--- src/rtl/actuator_cycle_ctrl.sv ---
// Endurance-test sequencer for a linear actuator.
// Runs extend/retract cycles between limit switches with a dead time at each reversal.
module actuator_cycle_ctrl #(
  parameter int CYCLES   = 100,
  parameter int TIMEOUT  = 50000000,
  parameter int DEADTIME = 1000000,
  parameter int COUNT_W  = 16,
  parameter int TIMER_W  = 32
) (
  input  logic               clk,
  input  logic               reset,
  input  logic               start_p,
  input  logic               stop_p,
  input  logic               ext_limit,
  input  logic               ret_limit,
  output logic               motor_ext,
  output logic               motor_ret,
  output logic               busy,
  output logic               done,
  output logic               fault,
  output logic [COUNT_W-1:0] cycle_count
);

  typedef enum logic [2:0] {
    IDLE,
    EXTEND,
    DWELL_E,
    RETRACT,
    DWELL_R,
    DONE,
    FAULT
  } state_t;

  localparam logic [TIMER_W-1:0] TO_LAST = TIMER_W'(TIMEOUT - 1);
  localparam logic [TIMER_W-1:0] DT_LAST = TIMER_W'(DEADTIME - 1);
  localparam logic [COUNT_W-1:0] CYC     = COUNT_W'(CYCLES);
  localparam logic               RUN_ON  = (CYCLES == 0);

  state_t               state;
  state_t               state_nxt;
  logic [TIMER_W-1:0]   timer;
  logic [TIMER_W-1:0]   timer_nxt;
  logic [COUNT_W-1:0]   count_nxt;
  logic [COUNT_W-1:0]   count_inc;
  logic                 both_lim;

  assign both_lim  = ext_limit & ret_limit;
  assign count_inc = cycle_count + COUNT_W'(1);

  // State, timer and cycle counter registers; async reset drops the motors at once.
  always_ff @(posedge clk or posedge reset) begin
    if (reset) begin
      state       <= IDLE;
      timer       <= '0;
      cycle_count <= '0;
    end else begin
      state       <= state_nxt;
      timer       <= timer_nxt;
      cycle_count <= count_nxt;
    end
  end

  // Next-state logic: stop > both-limits fault > limit transition > timer expiry.
  always_comb begin
    state_nxt = state;
    timer_nxt = timer;
    count_nxt = cycle_count;
    unique case (state)
      IDLE: begin
        if (start_p && !stop_p) begin
          state_nxt = EXTEND;
          timer_nxt = '0;
          count_nxt = '0;
        end
      end
      EXTEND: begin
        if (stop_p) begin
          state_nxt = IDLE;
          timer_nxt = '0;
        end else if (both_lim) begin
          state_nxt = FAULT;
          timer_nxt = '0;
        end else if (ext_limit) begin
          state_nxt = DWELL_E;
          timer_nxt = '0;
        end else if (timer == TO_LAST) begin
          state_nxt = FAULT;
          timer_nxt = '0;
        end else begin
          timer_nxt = timer + TIMER_W'(1);
        end
      end
      DWELL_E: begin
        if (stop_p) begin
          state_nxt = IDLE;
          timer_nxt = '0;
        end else if (both_lim) begin
          state_nxt = FAULT;
          timer_nxt = '0;
        end else if (timer == DT_LAST) begin
          state_nxt = RETRACT;
          timer_nxt = '0;
        end else begin
          timer_nxt = timer + TIMER_W'(1);
        end
      end
      RETRACT: begin
        if (stop_p) begin
          state_nxt = IDLE;
          timer_nxt = '0;
        end else if (both_lim) begin
          state_nxt = FAULT;
          timer_nxt = '0;
        end else if (ret_limit) begin
          count_nxt = count_inc;
          timer_nxt = '0;
          if (!RUN_ON && count_inc == CYC) begin
            state_nxt = DONE;
          end else begin
            state_nxt = DWELL_R;
          end
        end else if (timer == TO_LAST) begin
          state_nxt = FAULT;
          timer_nxt = '0;
        end else begin
          timer_nxt = timer + TIMER_W'(1);
        end
      end
      DWELL_R: begin
        if (stop_p) begin
          state_nxt = IDLE;
          timer_nxt = '0;
        end else if (both_lim) begin
          state_nxt = FAULT;
          timer_nxt = '0;
        end else if (timer == DT_LAST) begin
          state_nxt = EXTEND;
          timer_nxt = '0;
        end else begin
          timer_nxt = timer + TIMER_W'(1);
        end
      end
      DONE: begin
        if (stop_p) begin
          state_nxt = IDLE;
        end else if (start_p) begin
          state_nxt = EXTEND;
          timer_nxt = '0;
          count_nxt = '0;
        end
      end
      FAULT: begin
        if (stop_p) begin
          state_nxt = IDLE;
        end
      end
      default: begin
        state_nxt = IDLE;
        timer_nxt = '0;
      end
    endcase
  end

  // Outputs decoded straight from the registered state.
  always_comb begin
    motor_ext = (state == EXTEND);
    motor_ret = (state == RETRACT);
    busy      = (state == EXTEND) || (state == DWELL_E) ||
                (state == RETRACT) || (state == DWELL_R);
    done      = (state == DONE);
    fault     = (state == FAULT);
  end

endmodule

--- config.mk ---
export PLATFORM = sky130hd
export DESIGN_NAME = actuator_cycle_ctrl
export DESIGN_NICKNAME = d
export VERILOG_FILES = /design/src/rtl/actuator_cycle_ctrl.sv
export SDC_FILE = /design/constraint.sdc
export NUM_CORES = 1
export LEC_CHECK = 0
export ABC_AREA = 1
export CAP_MARGIN = 0
export CELL_PAD_IN_SITES_DETAIL_PLACEMENT = 0
export CELL_PAD_IN_SITES_GLOBAL_PLACEMENT = 1
export CORE_AREA = 2 2 95 97
export DETAILED_ROUTE_END_ITERATION = 16
export DIE_AREA = 0 0 97 99
export GPL_ROUTABILITY_DRIVEN = 0
export PLACE_DENSITY_LB_ADDON = 0.1
export RECOVER_POWER = 25
export SYNTH_ARGS = -nofsm -noshare
export SYNTH_HDL_FRONTEND = slang
export SYNTH_SLANG_ARGS = --single-unit
--- constraint.sdc ---
create_clock -name clk -period 2.4 [get_ports clk]
set_clock_uncertainty 0.05 [all_clocks]
set_input_delay 0.48 -clock clk [delete_from_list [all_inputs] [get_ports clk]]
set_output_delay 0.48 -clock clk [all_outputs]
set_load 0.05 [all_outputs]
After elaboration in Yosys (flattened, before gate mapping)
Index checks and enable logic that the tools add are counted.
- flip-flop bits (word level): 51
- bits in latches: 0
- bits in writable memories: 0
- bits in read-only memories: 0
- input port bits: 6
- output and inout port bits: 21
- logic and storage cells: 77
- memories kept: 0
- $add $sub $neg: 2
- multiply operators: 0
- divide/modulo/power cells: 0
- order comparisons: 0
- equality and inequality tests: 19
- shift-type cells: 0
- mux-type cells: 40
- bitwise logic cells: 2
- reductions and logical operators: 11
- operators by type and width (kind ; number):
    2-to-1 mux 32 bit ; 13
    case mux 32 bit (6 select lines) ; 1
    2-to-1 mux 16 bit ; 6
    2-to-1 mux 3 bit ; 17
    case mux 16 bit (3 select lines) ; 1
    adder 32 x 1 -> 32 bit, second input constant ; 1
    == test 32 x 20 -> 1 bit, second input constant ; 1
    == test 32 x 26 -> 1 bit, second input constant ; 1
    case mux 3 bit (7 select lines) ; 1
    adder 16 x 1 -> 16 bit, second input constant ; 1
    == test 16 x 7 -> 1 bit, second input constant ; 1
    != test 2 bit, second input constant ; 7
    == test 3 bit, second input constant ; 3
    != test 4 bit, second input constant ; 2
    AND reduction 7 bit ; 1
    == test 3 x 2 -> 1 bit, second input constant ; 2
    AND reduction 5 bit ; 1
    AND reduction 4 bit ; 1
    == test 3 x 1 -> 1 bit, second input constant ; 1
    logical NOT 3 bit ; 1
    logical OR 1 bit ; 3
    != test 3 bit, second input constant ; 1
    nonzero test 3 bit ; 1
    OR reduction 2 bit ; 1
    5 further kinds ; 5

Logic depth before layout (Yosys ltp)
- depth after elaboration: 7
- gate-level depth with buffers: 13
- mapped depth without buffers: 13

Least setup slack after synthesis
No wires, ideal clock.
- path kind: register to output
- start: register state[1]
- end: output busy
- arrival: 1836 ps
- required time: 1870 ps
- slack: 34 ps
- cell stages (with the launch flop): 6
- path buffers: 0
- cell sequence: dfrtp_1 inv_1 nand2_1 nor2_1 inv_2 nand3_1
- cells in the longest elaborated chain, start to end: 4
- elaborated cells between the ends (all ways): 7
- those cells by class: 4 x eq/ne; 3 x reduce/logical
- RTL lines (item ; line ; text):
    start: declaration ; 39 ; state_t state;
    start signal: assignment ; 57 ; state <= state_nxt;
    == test 3 x 1 -> 1 bit ; n/a ;
    named net motor_ext ; 16 ; output logic motor_ext,
    logical OR 1 bit (2 in series) ; 168 ; busy = (state == EXTEND) || (state == DWELL_E) ||
    logical OR 1 bit ; 169 ; (state == RETRACT) || (state == DWELL_R);
    end: declaration ; 18 ; output logic busy,
The timed path passes the listed nets, and every way through them passes these cells.

Final worst setup path
- start: register cycle_count[2]
- end: output cycle_count[2]
- RTL lines (item ; line ; text):
    start: declaration ; 21 ; output logic [COUNT_W-1:0] cycle_count
    start signal: assignment ; 59 ; cycle_count <= count_nxt;
No word-level cell between the ends.

==> reports/metrics.yaml <==
cts_made_buffers: 5
synth_warnings: 0
p_sw_share_pct: 45.3
die_area_sq_um: 9600
cp.arrival_ns: 1.73
clock_latency_ns: 0.31
antennaDiodeCount: 0
rrSetupSlack_ns: 0.28
ys_ff_latch: 51
r2r-end: "timer[15]"
end_kind: "primary output"
drc: 0
p_seq_share_pct: 35.2
num-fill-cells: 902
cp.required_ns: 1.87
core_sq_um: 8550
path_delay_family: "buffers and inverters"
setup_ws_ns: 0.140
layout_min_cycle_time_ns: 2.26
port_buffers: 26
setup_viol: 0
layout.nets: 563
relSlewSlack_pct: 45.0
post_cts_resized: 0
rows: 34
pwr-share-clk_pct: 19.7
post_cts_buffers: 0
grt_start_max_net_pins: 34
hold_viol: 0
drtIter0Drc: 99
cts_tree: "done"
first_global_vias: 3434
drt-pass1-iter-count: 4
synth.avg_cell_area_sq_um: 6.77
overflow: 0
path_buf_inv: 1
root_buffer: "clkbuf_8"
path_cells: "clkdlybuf4s50_1"
cp-start-kind: "flop"
pwr-share-comb_pct: 45.1
period_share_pct: 94.2
yosysMostFrequentCell: "nand2_1"
syn2layout_area_growth_pct: 14.6
antenna_found_initial: 0
vias: 3434
grt_pass1_wl_mm: 16.7
synth.top_cell.area_share_pct: 36.2
cts_hold_buf: 0
power.leakage_nw: 1.80
synth_area_leader_cell: "dfrtp_1"
p_sw_mw: 1.21
vdd_drop_max_uv: 659
io_pins: 27
cp_slowest_cell: "clkdlybuf4s50_1"
p_int_mw: 1.47
hold_path.class: "flop to flop"
die_h_um: 99
cts.clk_slew.worst_paths_ns: 0.11
synth_cell_types: 38
place_hpwl_mm: 7.43
status: "complete, no violations"
wire_per_inst_um: 14.7
preCtsSetupSlack_ns: 0.114
synth_edf_count: 0
reg2regPathDepth: 10
synthTopCellsByCount: "126 x nand2_1, 76 x inv_1, 74 x nor2_1"
h-tree-depth: 2
start_util_pct: 41.2
drt-vias-per-instance: 5.17
syn_nets: 528
grt_use_total_pct: 21.4
worst-slew-pin-transition_ns: 0.824
ys_seq_area_share_pct: 36.2
wl_mm: 9.76
hold_depth: 2
setup_tns_ns: 0
drv_cap: 0
synth_top_flop_cell: "dfrtp_1"
critical_path_class: "flop to primary output"
yosys-top-cells-area: "dfrtp_1 36%, nand2_1 13%, inv_1 8.1%"
p_per_area_nw_per_um2: 664
cts.sinks: 51
min_to: "timer[1]"
syn-cell-area_sq_um: 3520
rsz0062_at_grt: "no"
slew_violations: 0
fp.dieW_um: 97
clockBufferDepth: 2
hold_slack_ns: 0.480
cp_max_fo: 8
postRouteAntennaNets: 0
rr_startpoint: "timer[1]"
async_flop_share_pct: 100
syn_inst: 520
drive_gt1_share_pct: 10.4
fmaxAchievable_ghz: 0.442
worstHoldStart: "timer[1]"
slowest_delay_ns: 0.87
kinds of logic after synthesis:
group	Yosys count	share of synthesized area, %
AND/OR/NAND/NOR	310	40.1
AO/OA/AOI/OAI	50	8.53
adder cells (fa/ha/maj)	2	0.711
buffers and inverters	91	10.4
XOR/XNOR	16	3.98
flip-flops	51	36.2
sequential cells by signal, summed over array words and instances, names as in the netlist:
register / cells
cycle_count: 16
state: 3
timer: 32
worst max-delay path by stage:
| stage | from | to | slack (ns) | depth (start not counted) |
|---|---|---|---|---|
| after floorplan | state[1] | busy | 0.03 | 5 |
| after detailed placement | ret_limit | cycle_count[4] | 0.11 | 9 |
| after CTS | cycle_count[2] | cycle_count[2] | 0.14 | 1 |
| after global placement | stop_p | cycle_count[15] | 0.13 | 9 |
| final | cycle_count[2] | cycle_count[2] | 0.14 | 1 |
| after global routing | state[1] | busy | 0.05 | 6 |
cells in the final DEF (no fill, tap or decap), types with 2 or more instances in the layout:
cell type        netlist  final
a21oi_1                6      6
buf_12                 0      2
buf_4                  1     11
clkbuf_8               0      5
clkdlybuf4s50_1        0     20
clkinv_2               0      2
dfrtp_1               51     51
ha_1                   2      2
inv_1                 76     76
inv_2                  7      7
nand2_1              126    126
nand2_2                5      5
nand3_1               45     45
nand3b_1               4      4
nand4_1               20     20
nor2_1                74     74
nor2_2                 8      8
nor2_4                 2      2
nor3_1                12     12
nor3_2                 4      4
nor4_1                 2      2
o21ai_0               17     17
o21ai_1                4      4
o21ai_2                4      4
o21bai_1               3      3
o22ai_1               12     12
or2_0                  2      2
or2_2                  2      2
xnor2_1                4      4
xor2_1                12     12
power groups by stage:
| stage | combinational, mW | clock (mW) | sequential (mW) |
|---|---|---|---|
| 6_report | 1.21 | 0.529 | 0.942 |
| 3_5_place_dp | 1.23 | 0 | 0.957 |
| 3_3_place_gp | 1.23 | 0 | 0.957 |
| 4_1_cts | 1.23 | 0.554 | 0.941 |
| 2_1_floorplan | 0.785 | 0 | 0.984 |
| 5_1_grt | 1.34 | 0.581 | 0.949 |
area by class of cell:
cell class | count | area [sq um] | area share [%]
multi-input cells | 378 | 1880 | 46.5
well taps | 108 | 135 | 3.35
repair buffers | 35 | 340 | 8.44
clock buffers | 5 | 68.8 | 1.71
inverters | 84 | 318 | 7.88
flip-flops and latches | 51 | 1280 | 31.6
clock inverters | 3 | 18.8 | 0.465
per-layer routing:
metal / wire [um] / vias to the layer above / GRT usage [%]
met5: 0 / - / 0
met4: 80 / 0 / 4.66
met3: 379 / 6 / 2.20
met2: 4850 / 71 / 38.4
met1: 4440 / 1620 / 27.9
li1: - / 1737 / -
through the flow:
stage	instances	instance area, sq um	power [mW]	utilization [%]
floorplan	520	3520	1.77	-
global placement	656	3960	2.18	46.3
detailed placement	656	3960	2.18	46.3
CTS	664	4050	2.72	47.3
global route	664	4030	2.87	47.2
finish	664	4030	2.68	47.2
Power figures use the tool's default switching activity.
